`src/rtl/serial_tx.sv`:
```
// serial_tx: 8N1, LSB-first serial transmitter with a small byte FIFO.
// Bit timing comes from an internal divider of the osc clock.
module serial_tx #(
    parameter int unsigned CLKRATE  = 12_000_000,
    parameter int unsigned BAUDRATE = 9600,
    parameter int unsigned DEPTH    = 4
) (
    input  logic       osc,
    input  logic       rst,
    input  logic [7:0] data,
    input  logic       valid,
    output logic       ready,
    output logic       tx,
    output logic       busy
);

    localparam int unsigned DIVISOR = CLKRATE / BAUDRATE;
    localparam int unsigned CW      = $clog2(DIVISOR);
    localparam int unsigned AW      = $clog2(DEPTH);
    localparam int unsigned PW      = AW + 1;

    typedef enum logic [1:0] {StIdle, StStart, StData, StStop} state_e;

    logic [7:0]    mem [DEPTH];
    logic [PW-1:0] wr_ptr_q, rd_ptr_q;
    logic          full, empty, push, pop;
    logic [7:0]    head;

    state_e        state_q, state_d;
    logic [CW-1:0] cnt_q, cnt_d;
    logic [2:0]    bit_q, bit_d;
    logic [7:0]    shift_q, shift_d;
    logic          tx_q, tx_d;
    logic          baud_tick;

    // Extra pointer MSB distinguishes full from empty when the indices match.
    assign empty = (wr_ptr_q == rd_ptr_q);
    assign full  = (wr_ptr_q[AW] != rd_ptr_q[AW]) && (wr_ptr_q[AW-1:0] == rd_ptr_q[AW-1:0]);
    assign ready = !full;
    assign push  = valid && !full;
    assign head  = mem[rd_ptr_q[AW-1:0]];
    assign busy  = (state_q != StIdle) || !empty;
    assign tx    = tx_q;

    assign baud_tick = (cnt_q == CW'(DIVISOR - 1));

    always_ff @(posedge osc) begin
        if (push) begin
            mem[wr_ptr_q[AW-1:0]] <= data;
        end
    end

    always_ff @(posedge osc or posedge rst) begin
        if (rst) begin
            wr_ptr_q <= '0;
            rd_ptr_q <= '0;
        end else begin
            if (push) wr_ptr_q <= wr_ptr_q + PW'(1);
            if (pop)  rd_ptr_q <= rd_ptr_q + PW'(1);
        end
    end

    always_comb begin
        state_d = state_q;
        cnt_d   = cnt_q;
        bit_d   = bit_q;
        shift_d = shift_q;
        pop     = 1'b0;
        unique case (state_q)
            StIdle: begin
                if (!empty) begin
                    pop     = 1'b1;
                    shift_d = head;
                    cnt_d   = '0;
                    bit_d   = '0;
                    state_d = StStart;
                end
            end
            StStart: begin
                if (baud_tick) begin
                    cnt_d   = '0;
                    state_d = StData;
                end else begin
                    cnt_d = cnt_q + CW'(1);
                end
            end
            StData: begin
                if (baud_tick) begin
                    cnt_d   = '0;
                    shift_d = {1'b0, shift_q[7:1]};
                    bit_d   = bit_q + 3'd1;
                    if (bit_q == 3'd7) state_d = StStop;
                end else begin
                    cnt_d = cnt_q + CW'(1);
                end
            end
            StStop: begin
                if (baud_tick) begin
                    cnt_d = '0;
                    // Chain straight into the next start bit when bytes are waiting.
                    if (!empty) begin
                        pop     = 1'b1;
                        shift_d = head;
                        bit_d   = '0;
                        state_d = StStart;
                    end else begin
                        state_d = StIdle;
                    end
                end else begin
                    cnt_d = cnt_q + CW'(1);
                end
            end
            default: state_d = StIdle;
        endcase

        case (state_d)
            StStart: tx_d = 1'b0;
            StData:  tx_d = shift_d[0];
            default: tx_d = 1'b1;
        endcase
    end

    always_ff @(posedge osc or posedge rst) begin
        if (rst) begin
            state_q <= StIdle;
            cnt_q   <= '0;
            bit_q   <= '0;
            shift_q <= '0;
            tx_q    <= 1'b1;
        end else begin
            state_q <= state_d;
            cnt_q   <= cnt_d;
            bit_q   <= bit_d;
            shift_q <= shift_d;
            tx_q    <= tx_d;
        end
    end

endmodule

```
`config.mk`:
```
export PLATFORM = sky130hd
export DESIGN_NAME = serial_tx
export DESIGN_NICKNAME = d
export VERILOG_FILES = /design/src/rtl/serial_tx.sv
export SDC_FILE = /design/constraint.sdc
export NUM_CORES = 1
export LEC_CHECK = 0
export ABC_AREA = 1
export BUFFER_PORTS_ARGS = -buffer_cell sky130_fd_sc_hd__buf_2
export CORE_ASPECT_RATIO = 1.2
export CORE_UTILIZATION = 40
export DETAILED_ROUTE_END_ITERATION = 8
export GPL_TIMING_DRIVEN = 0
export PLACE_DENSITY = 0.55
export SYNTH_ARGS = -nofsm -noshare
export SYNTH_HDL_FRONTEND = slang
export SYNTH_SLANG_ARGS = --single-unit
```
`constraint.sdc`:
```
create_clock -name osc -period 2.3 [get_ports osc]
set_input_delay 0.69 -clock osc [delete_from_list [all_inputs] [get_ports osc]]
set_output_delay 0.69 -clock osc [all_outputs]
set_load 0.01 [all_outputs]
```
=== Word level (Yosys, flattened, before mapping) ===
Memory sizes are Yosys's and may differ from the RTL's.
Cells that the tools add are included.

* Bits in registers: 31
* Bits in writable memories: 32
* Output and inout bits: 3
* Logic and storage cells: 60
* Memories kept: 1

{| class="wikitable"
|+ Memory list
! memory !! words !! bits a word !! read ports !! clocked after Yosys merged registers in !! write ports !! RTL line !! RTL
|-
| mem || 4 || 8 || 1 || 0 || 1 || 24 || <nowiki>logic [7:0] mem [DEPTH];</nowiki>
|}

* Add/subtract/negate cells: 4
* Equal/unequal tests: 13
* Multiplexer cells: 24
* Reductions and logical operators: 10

{| class="wikitable"
|+ Operator list
! cell !! count
|-
| two-way mux 8 bit || 3
|-
| one-hot mux 8 bit (3 select lines) || 1
|-
| two-way mux 11 bit || 2
|-
| one-hot mux 11 bit (2 select lines) || 1
|-
| adder 11 x 1 -> 11 bit, second input constant || 1
|-
| == test 11 bit, second input constant || 1
|-
| two-way mux 2 bit || 5
|-
| adder 3 x 1 -> 3 bit, second input constant || 3
|-
| two-way mux 3 bit || 3
|-
| one-hot mux 3 bit (3 select lines) || 1
|-
| one-hot mux 2 bit (4 select lines) || 1
|-
| == test 2 bit, second input constant || 3
|-
| != test 2 bit, second input constant || 3
|-
| two-way mux 1 bit || 5
|-
| == test 2 x 1 -> 1 bit, second input constant || 2
|-
| one-hot mux 1 bit (2 select lines) || 2
|-
| == test 3 bit || 1
|-
| == test 3 bit, second input constant || 1
|-
| AND reduction 3 bit || 1
|-
| nonzero test 3 bit || 1
|-
| OR reduction 3 bit || 1
|-
| == test 2 bit || 1
|-
| logical AND 1 bit || 2
|-
| zero test 1 bit || 2
|-
| other kinds (4) || 4
|}

=== Longest topological paths before layout ===
Gate-level depths: netlist of the first run.

* Depth in word-level cells: 6
* Gate-level depth with buffers: 13
* Mapped depth without buffers: 13

=== Least setup slack after synthesis of the first run ===
Ideal clock, no wire load.

* Path type: register to output
* Start point: reg state_q[1]
* End point: out busy
* Arrival time: 1,227 ps
* Data required time: 1,610 ps
* Path slack: 383 ps
* Stages on the path, launching flop included: 6
* Cells stage by stage: dfrtp_1 > inv_1 > ha_1 > inv_1 > nor2_4 > inv_4

* Cells in the longest elaborated chain, start to end: 2

{| class="wikitable"
|+ Ends and longest elaborated chain
! item !! RTL line !! RTL
|-
| start: declaration || 29 || <nowiki>state_e state_q, state_d;</nowiki>
|-
| start signal: assignment || 125 || <nowiki>state_q <= StIdle;</nowiki>
|-
| start signal: assignment || 131 || <nowiki>state_q <= state_d;</nowiki>
|-
| nonzero test 2 bit || 42 || <nowiki>assign busy = (state_q != StIdle) || !empty;</nowiki>
|-
| logical OR 1 bit || 42 ||
|-
| end: declaration || 14 || <nowiki>output logic busy</nowiki>
|}

No other way between the ends.

=== Final worst setup path of the first run ===
* Start point: reg rd_ptr_q[0]
* End point: out busy

* Cells in the longest elaborated chain, start to end: 3

{| class="wikitable"
|+ Ends and longest elaborated chain
! item !! RTL line !! RTL
|-
| start: declaration || 25 || <nowiki>logic [PW-1:0] wr_ptr_q, rd_ptr_q;</nowiki>
|-
| start signal: assignment || 59 || <nowiki>if (pop) rd_ptr_q <= rd_ptr_q + PW'(1);</nowiki>
|-
| == test 3 bit || 37 || <nowiki>assign empty = (wr_ptr_q == rd_ptr_q);</nowiki>
|-
| zero test 1 bit || -- ||
|-
| logical OR 1 bit || 42 ||
|}

No other way between the ends.

==> impl_metrics.py, run 1 <==
metrics = {
    "clocking": {
        "cts.path.max_buffers": 2,
        "htreeDepth": 3,
        "cts_buffers": 9,
        "clock_latency_ps": 350,
        "cts-root-buf": "clkbuf_8",
        "cts_tree": "built",
        "hold_buffers": 0,
        "clkTransAtPathRegs_ps": 80,
        "clock-sinks": 63,
    },
    "routing": {
        "vias": 2273,
        "drt_iter0_drc": 83,
        "ant_nets": 0,
        "drt_pass1_iterations": 4,
        "drc": 0,
        "wl_mm": 6.416,
        "wl_per_cell_microns": 14.04,
        "viasPerCell": 4.974,
    },
    "timing": {
        "tightest_slew_ps": 876.5,
        "finClkSkew_ps": 13.98,
        "grt_setup_unrepaired": "yes",
        "hold_violations": 0,
        "fin_crit_ps": 2242,
        "slew_viol_final": 0,
        "layout_worst_path_cycle_share": 0.9747,
        "relSlewSlack": 0.4135,
        "max_freq_mhz": 446.1,
        "setup_violations": 0,
        "holdWs_ps": 322.6,
    },
    "floorplanning": {
        "die_area_sq_mm": 0.008445,
        "rows": 35,
        "die_w_microns": 84.06,
        "initial_core_util": 0.4169,
        "coreArea_sq_mm": 0.007751,
        "ioPinCount": 14,
        "die_y_microns": 100.5,
    },
    "setup_path": {
        "critPathKind": "register to primary output",
        "required_ps": 1610,
        "arrival_ps": 1550,
        "path_max_fanout": 9,
        "startpoint_type": "register",
        "cp-end-kind": "primary output",
    },
    "logic_synthesis": {
        "yosys.area_share.adder": 0.05033,
        "yosys_most_used_dff": "edfxtp_1",
        "synth_top_family_by_area": "simple AND/OR/NAND/NOR gates",
        "synth_compound_gate_area_share": 0.1007,
        "synth_edf_count": 32,
        "synthCells": 324,
        "synthArstFlopShare": 0.4921,
        "synth_xor_area_frac": 0.04917,
        "muxShareOfSynthArea": 0,
        "ys_seq_elements": 63,
        "synth_area_sq_mm": 0.003232,
        "syn_area_per_cell_sq_um": 9.975,
        "yosys_warnings": 0,
        "ys_seq_area_frac": 0.5377,
        "synth_simple_gate_area_share": 0.2071,
        "synth_fp_nets": 348,
        "ys_types": 38,
    },
    "power_and_ir_drop": {
        "p_per_area_mw_per_mm2": 727.1,
        "power.leakage_nw": 1.633,
        "ir_worst_vdd_mv": 0.4397,
    },
    "placed_design": {
        "post-dp-hpwl_mm": 4.414,
        "place_congestion": 0.7577,
        "portBuffers": 13,
        "placed_cell_area_sq_mm": 0.003412,
        "dp.cells": 429,
    },
    "outcome": {
        "outcome": "complete, no violations",
    },
    "finish": {
        "final_layout_size_suffix_gt1_frac": 0.2164,
        "n_antenna_cell": 0,
        "final_common_cell": "nand2_1",
        "area_growth_pct": 15.33,
        "fin_nets": 384,
        "postLayoutCellArea_sq_mm": 0.003727,
        "final_cell_mix": "82 x nand2_1, 32 x edfxtp_1, 28 x dfrtp_1, 23 x nor2_1, 22 x a21oi_1",
        "num-fill-cells": 749,
        "instances_no_fill": 457,
    },
    "global_routing": {
        "grt_max_degree": 32,
        "grt_pass1_wl_mm": 10.91,
        "gr-total-overflow": 0,
        "track_usage": 0.1706,
        "grt_pass1_vias": 2244,
        "antenna_found_initial": 0,
    },
    "hold_path": {
        "hold_path_class": "primary input to async pin",
    },
    "job": {
        "max_cap_viol_count": 0,
    },
}
-- layout make-up --
type / count / area, sq um / area share
clock inverters: 7 / 55.05 / 0.01477
flip-flops and latches: 63 / 1740 / 0.4669
plain buffers: 5 / 43.79 / 0.01175
well taps: 92 / 115.1 / 0.03088
multi-input cells: 223 / 1329 / 0.3565
clock buffers: 9 / 123.9 / 0.03323
inverters: 33 / 138.9 / 0.03726
repair buffers: 25 / 181.4 / 0.04867
-- power by group --
group          internal (mW)  switching [mW]  total (mW)
clock network          0.401           0.491       0.892
registers               1.34          0.0711        1.41
logic                  0.152           0.256       0.408
-- what timing repair did --
action,in CTS,in global routing
buffers inserted,2,9
pin swaps,3,3
endpoints found under the setup margin,1,1
gates resized for setup,7,3
-- Yosys cell counts (8+ instances only) --
cell | instances | share of area
dfrtp_1 | 30 | 0.23
o22ai_1 | 8 | 0.015
o21ai_0 | 8 | 0.012
nand3_1 | 14 | 0.022
xor2_1 | 9 | 0.024
nand2_1 | 82 | 0.095
nor2_1 | 23 | 0.027
inv_1 | 23 | 0.027
edfxtp_1 | 32 | 0.30
ha_1 | 13 | 0.050
a21oi_1 | 22 | 0.034
-- through the flow --
| stage | setup slack [ps] | TNS (ps) | util | total power, mW |
|---|---|---|---|---|
| 3_3_place_gp | -49.40 | -49.40 | 0.4402 | 1.839 |
| 6_report | 58.14 | 0 | 0.4809 | 2.710 |
| 3_5_place_dp | -52.41 | -52.41 | 0.4402 | 1.846 |
| 2_1_floorplan | 382.6 | 0 | - | 1.732 |
| 5_1_grt | -17.77 | -17.77 | 0.4809 | 2.850 |
| 4_1_cts | 7.046 | 0 | 0.4673 | 2.742 |
-- critical path, cell delays in order (launching register included) --
cell      delay [ps]
dfrtp_1          400
buf_6            160
xnor2_4          180
nand3_4          110
nor2_4           150
clkinv_4         100
buf_6            130
-- layer usage --
| layer | vias to the layer above | share of wire | track usage |
|---|---|---|---|
| li1 | 1165 | - | - |
| met5 | - | 0 | 0 |
| met2 | 25 | 0.51 | 0.3014 |
| met1 | 1077 | 0.46 | 0.2006 |
| met4 | 0 | 0.013 | 0.06101 |
| met3 | 6 | 0.023 | 0.04505 |
-- cells by family after synthesis --
group,after synthesis
AND/OR/NAND/NOR,142
flip-flops,63
AO/OA/AOI/OAI,55
buffers and inverters,38
XOR/XNOR,13
adder cells (fa/ha/maj),13
-- worst paths after layout --
check                       startpoint  slack [ps]           to  depth (start not counted)
min reg2reg                   bit_q[1]         490     bit_q[1]                          2
min in group osc              bit_q[1]         490     bit_q[1]                          2
max                        rd_ptr_q[0]          60         busy                          6
min                                rst         320  rd_ptr_q[2]                          2
max in group asynchronous          rst        1520   state_q[1]                          3
max reg2reg                rd_ptr_q[2]         220    mem[3][3]                          4
-- state kept, by name (all words and copies together) (netlist names) --
signal    flops
bit_q         3
state_q       2
cnt_q        11
wr_ptr_q      3
tx            1
shift_q       8
mem          32
rd_ptr_q      3
Note: power is estimated with default switching activity, not from simulation.
==> run 2, diff against run 1 <==
--- a/config.mk
+++ b/config.mk
@@ -12,6 +12,7 @@
 export DETAILED_ROUTE_END_ITERATION = 8
 export GPL_TIMING_DRIVEN = 0
 export PLACE_DENSITY = 0.55
+export REMOVE_ABC_BUFFERS = 1
 export SYNTH_ARGS = -nofsm -noshare
 export SYNTH_HDL_FRONTEND = slang
 export SYNTH_SLANG_ARGS = --single-unit
==> run 2 against run 1 <==
Against the previous run:
- maximum frequency increased by 1.2%
- sequential share of layout area about the same
- global-route usage decreased by 0.094 points
- sequential power about the same
- cell area increased by 0.47%
- combinational power increased by 5%
- clock power increased by 32%
- routed wire length increased by 0.26%
- cell count decreased by 1.1%
- power increased by 11%
- critical path depth unchanged
- flip-flop and latch count unchanged
==> impl_metrics.py, run 2 (synthesis gave the netlist of run 1 again) <==
metrics = {
    "routing": {
        "drc": 0,
        "ant_nets": 0,
        "wl_per_cell_microns": 14.23,
        "drt_iter0_drc": 130,
        "vias": 2281,
        "viasPerCell": 5.046,
        "drt_pass1_iterations": 5,
        "wl_mm": 6.433,
    },
    "placed_design": {
        "place_congestion": 0.7846,
        "place_ws_ps": -183.8,
        "post-dp-hpwl_mm": 4.185,
        "portBuffers": 13,
    },
    "power_and_ir_drop": {
        "power.leakage_nw": 1.632,
        "power.total_mw": 3.019,
        "p_per_area_mw_per_mm2": 806.1,
        "ir_worst_vdd_mv": 0.5546,
    },
    "timing": {
        "max_freq_mhz": 451.5,
        "slew_viol_final": 0,
        "fin_crit_ps": 2215,
        "layout_setup_ws_ps": 85.20,
        "setup_violations": 0,
        "layout_worst_path_cycle_share": 0.9630,
        "holdWs_ps": 260.6,
        "relSlewSlack": 0.3865,
        "hold_violations": 0,
        "finClkSkew_ps": 6.162,
        "tightest_slew_ps": 916.8,
    },
    "setup_path": {
        "startpoint_type": "register",
        "path_cells": "inv_4 -> ha_4 -> clkinvlp_4 -> nor2_4 -> inv_4 -> buf_2",
        "required_ps": 1610,
        "crit_slowest_cell": "dfrtp_2",
        "cpPeakStageDelay_ps": 440,
        "arrival_ps": 1520,
        "ff2ff_setup_slack_ps": 220,
        "path_max_fanout": 10,
        "cp-end-kind": "primary output",
        "cp_common_cell": "inv_4",
        "critPathKind": "register to primary output",
    },
    "finish": {
        "final_core_util": 0.4831,
        "final_layout_size_suffix_gt1_frac": 0.2167,
        "largest_register_ffs": 32,
        "final_common_cell": "nand2_1",
        "final_cell_mix": "82 x nand2_1, 32 x edfxtp_1, 24 x dfrtp_1, 23 x nor2_1, 22 x a21oi_1",
        "fin_nets": 379,
        "area_growth_pct": 15.87,
        "n_antenna_cell": 0,
    },
    "outcome": {
        "outcome": "complete, no violations",
    },
    "floorplanning": {
        "coreArea_sq_mm": 0.007751,
        "die_y_microns": 100.5,
        "die_area_sq_mm": 0.008445,
        "rows": 35,
        "die_w_microns": 84.06,
        "initial_core_util": 0.4169,
        "ioPinCount": 14,
    },
    "clocking": {
        "clock-sinks": 63,
        "cts.path.max_buffers": 2,
        "htreeDepth": 3,
        "cts_tree": "built",
        "cts_buffers": 9,
        "clock_latency_ps": 340,
        "hold_buffers": 0,
        "clkTransAtPathRegs_ps": 70,
        "cts-root-buf": "clkbuf_8",
    },
    "global_routing": {
        "track_usage": 0.1697,
        "grt_max_degree": 32,
        "grt_pass1_vias": 2273,
        "antenna_found_initial": 0,
        "grt_pass1_wl_mm": 10.84,
        "gr-total-overflow": 0,
    },
    "job": {
        "max_cap_viol_count": 0,
    },
    "hold_path": {
        "hold_path_class": "primary input to async pin",
    },
}
-- run 2: where the power goes --
| part | total, mW | internal (mW) | switching (mW) |
|---|---|---|---|
| sequential | 1.41 | 1.34 | 0.0709 |
| combinational | 0.427 | 0.160 | 0.267 |
| clock | 1.18 | 0.723 | 0.455 |
-- run 2: timing repair --
action,CTS,global route
buffers inserted,6,5
setup endpoints to repair,35,9
pin swaps,1,4
gates resized for setup,10,3
-- run 2: final cells by class --
cell class                 count  area, sq um
inverter                      33        140.1
tap                           92        115.1
fill                         746         4006
multi-input combinational    223         1329
clock inverter                 7        121.4
clock buffer                   9        123.9
sequential                    63         1748
timing repair buffer          25        167.7
-- run 2: per-stage QoR --
stage | instance area (sq um) | TNS (ps) | std cells
final | 3745 | 0 | 452
after global routing | 3745 | -25.52 | 452
after CTS | 3684 | 0 | 446
after detailed placement | 3368 | -3290 | 424
after global placement | 3368 | -3066 | 424
after floorplan | 3188 | 0 | 319
-- run 2: final timing paths --
kind                        startpoint    endpoint  cells past startpoint
min                                rst   cnt_q[10]                      2
min in group osc            shift_q[6]  shift_q[6]                      2
min reg2reg                 shift_q[6]  shift_q[6]                      2
max reg2reg                wr_ptr_q[2]   mem[3][5]                      4
max in group asynchronous          rst          tx                      3
max                         state_q[1]        busy                      6
-- run 2: metal layers --
metal / global-route usage / vias up / share of wire
met3: 0.03440 / 11 / 0.029
li1: - / 1154 / -
met1: 0.1905 / 1082 / 0.42
met4: 0.08886 / 0 / 0.018
met2: 0.3052 / 34 / 0.53
met5: 0 / - / 0
-- run 2: critical path: cells and delay by family (launching register included) --
family	cells	cell delay (ps)
buf+inv	4	420
fa+ha+maj	1	170
flops	1	440
simple gates	1	150
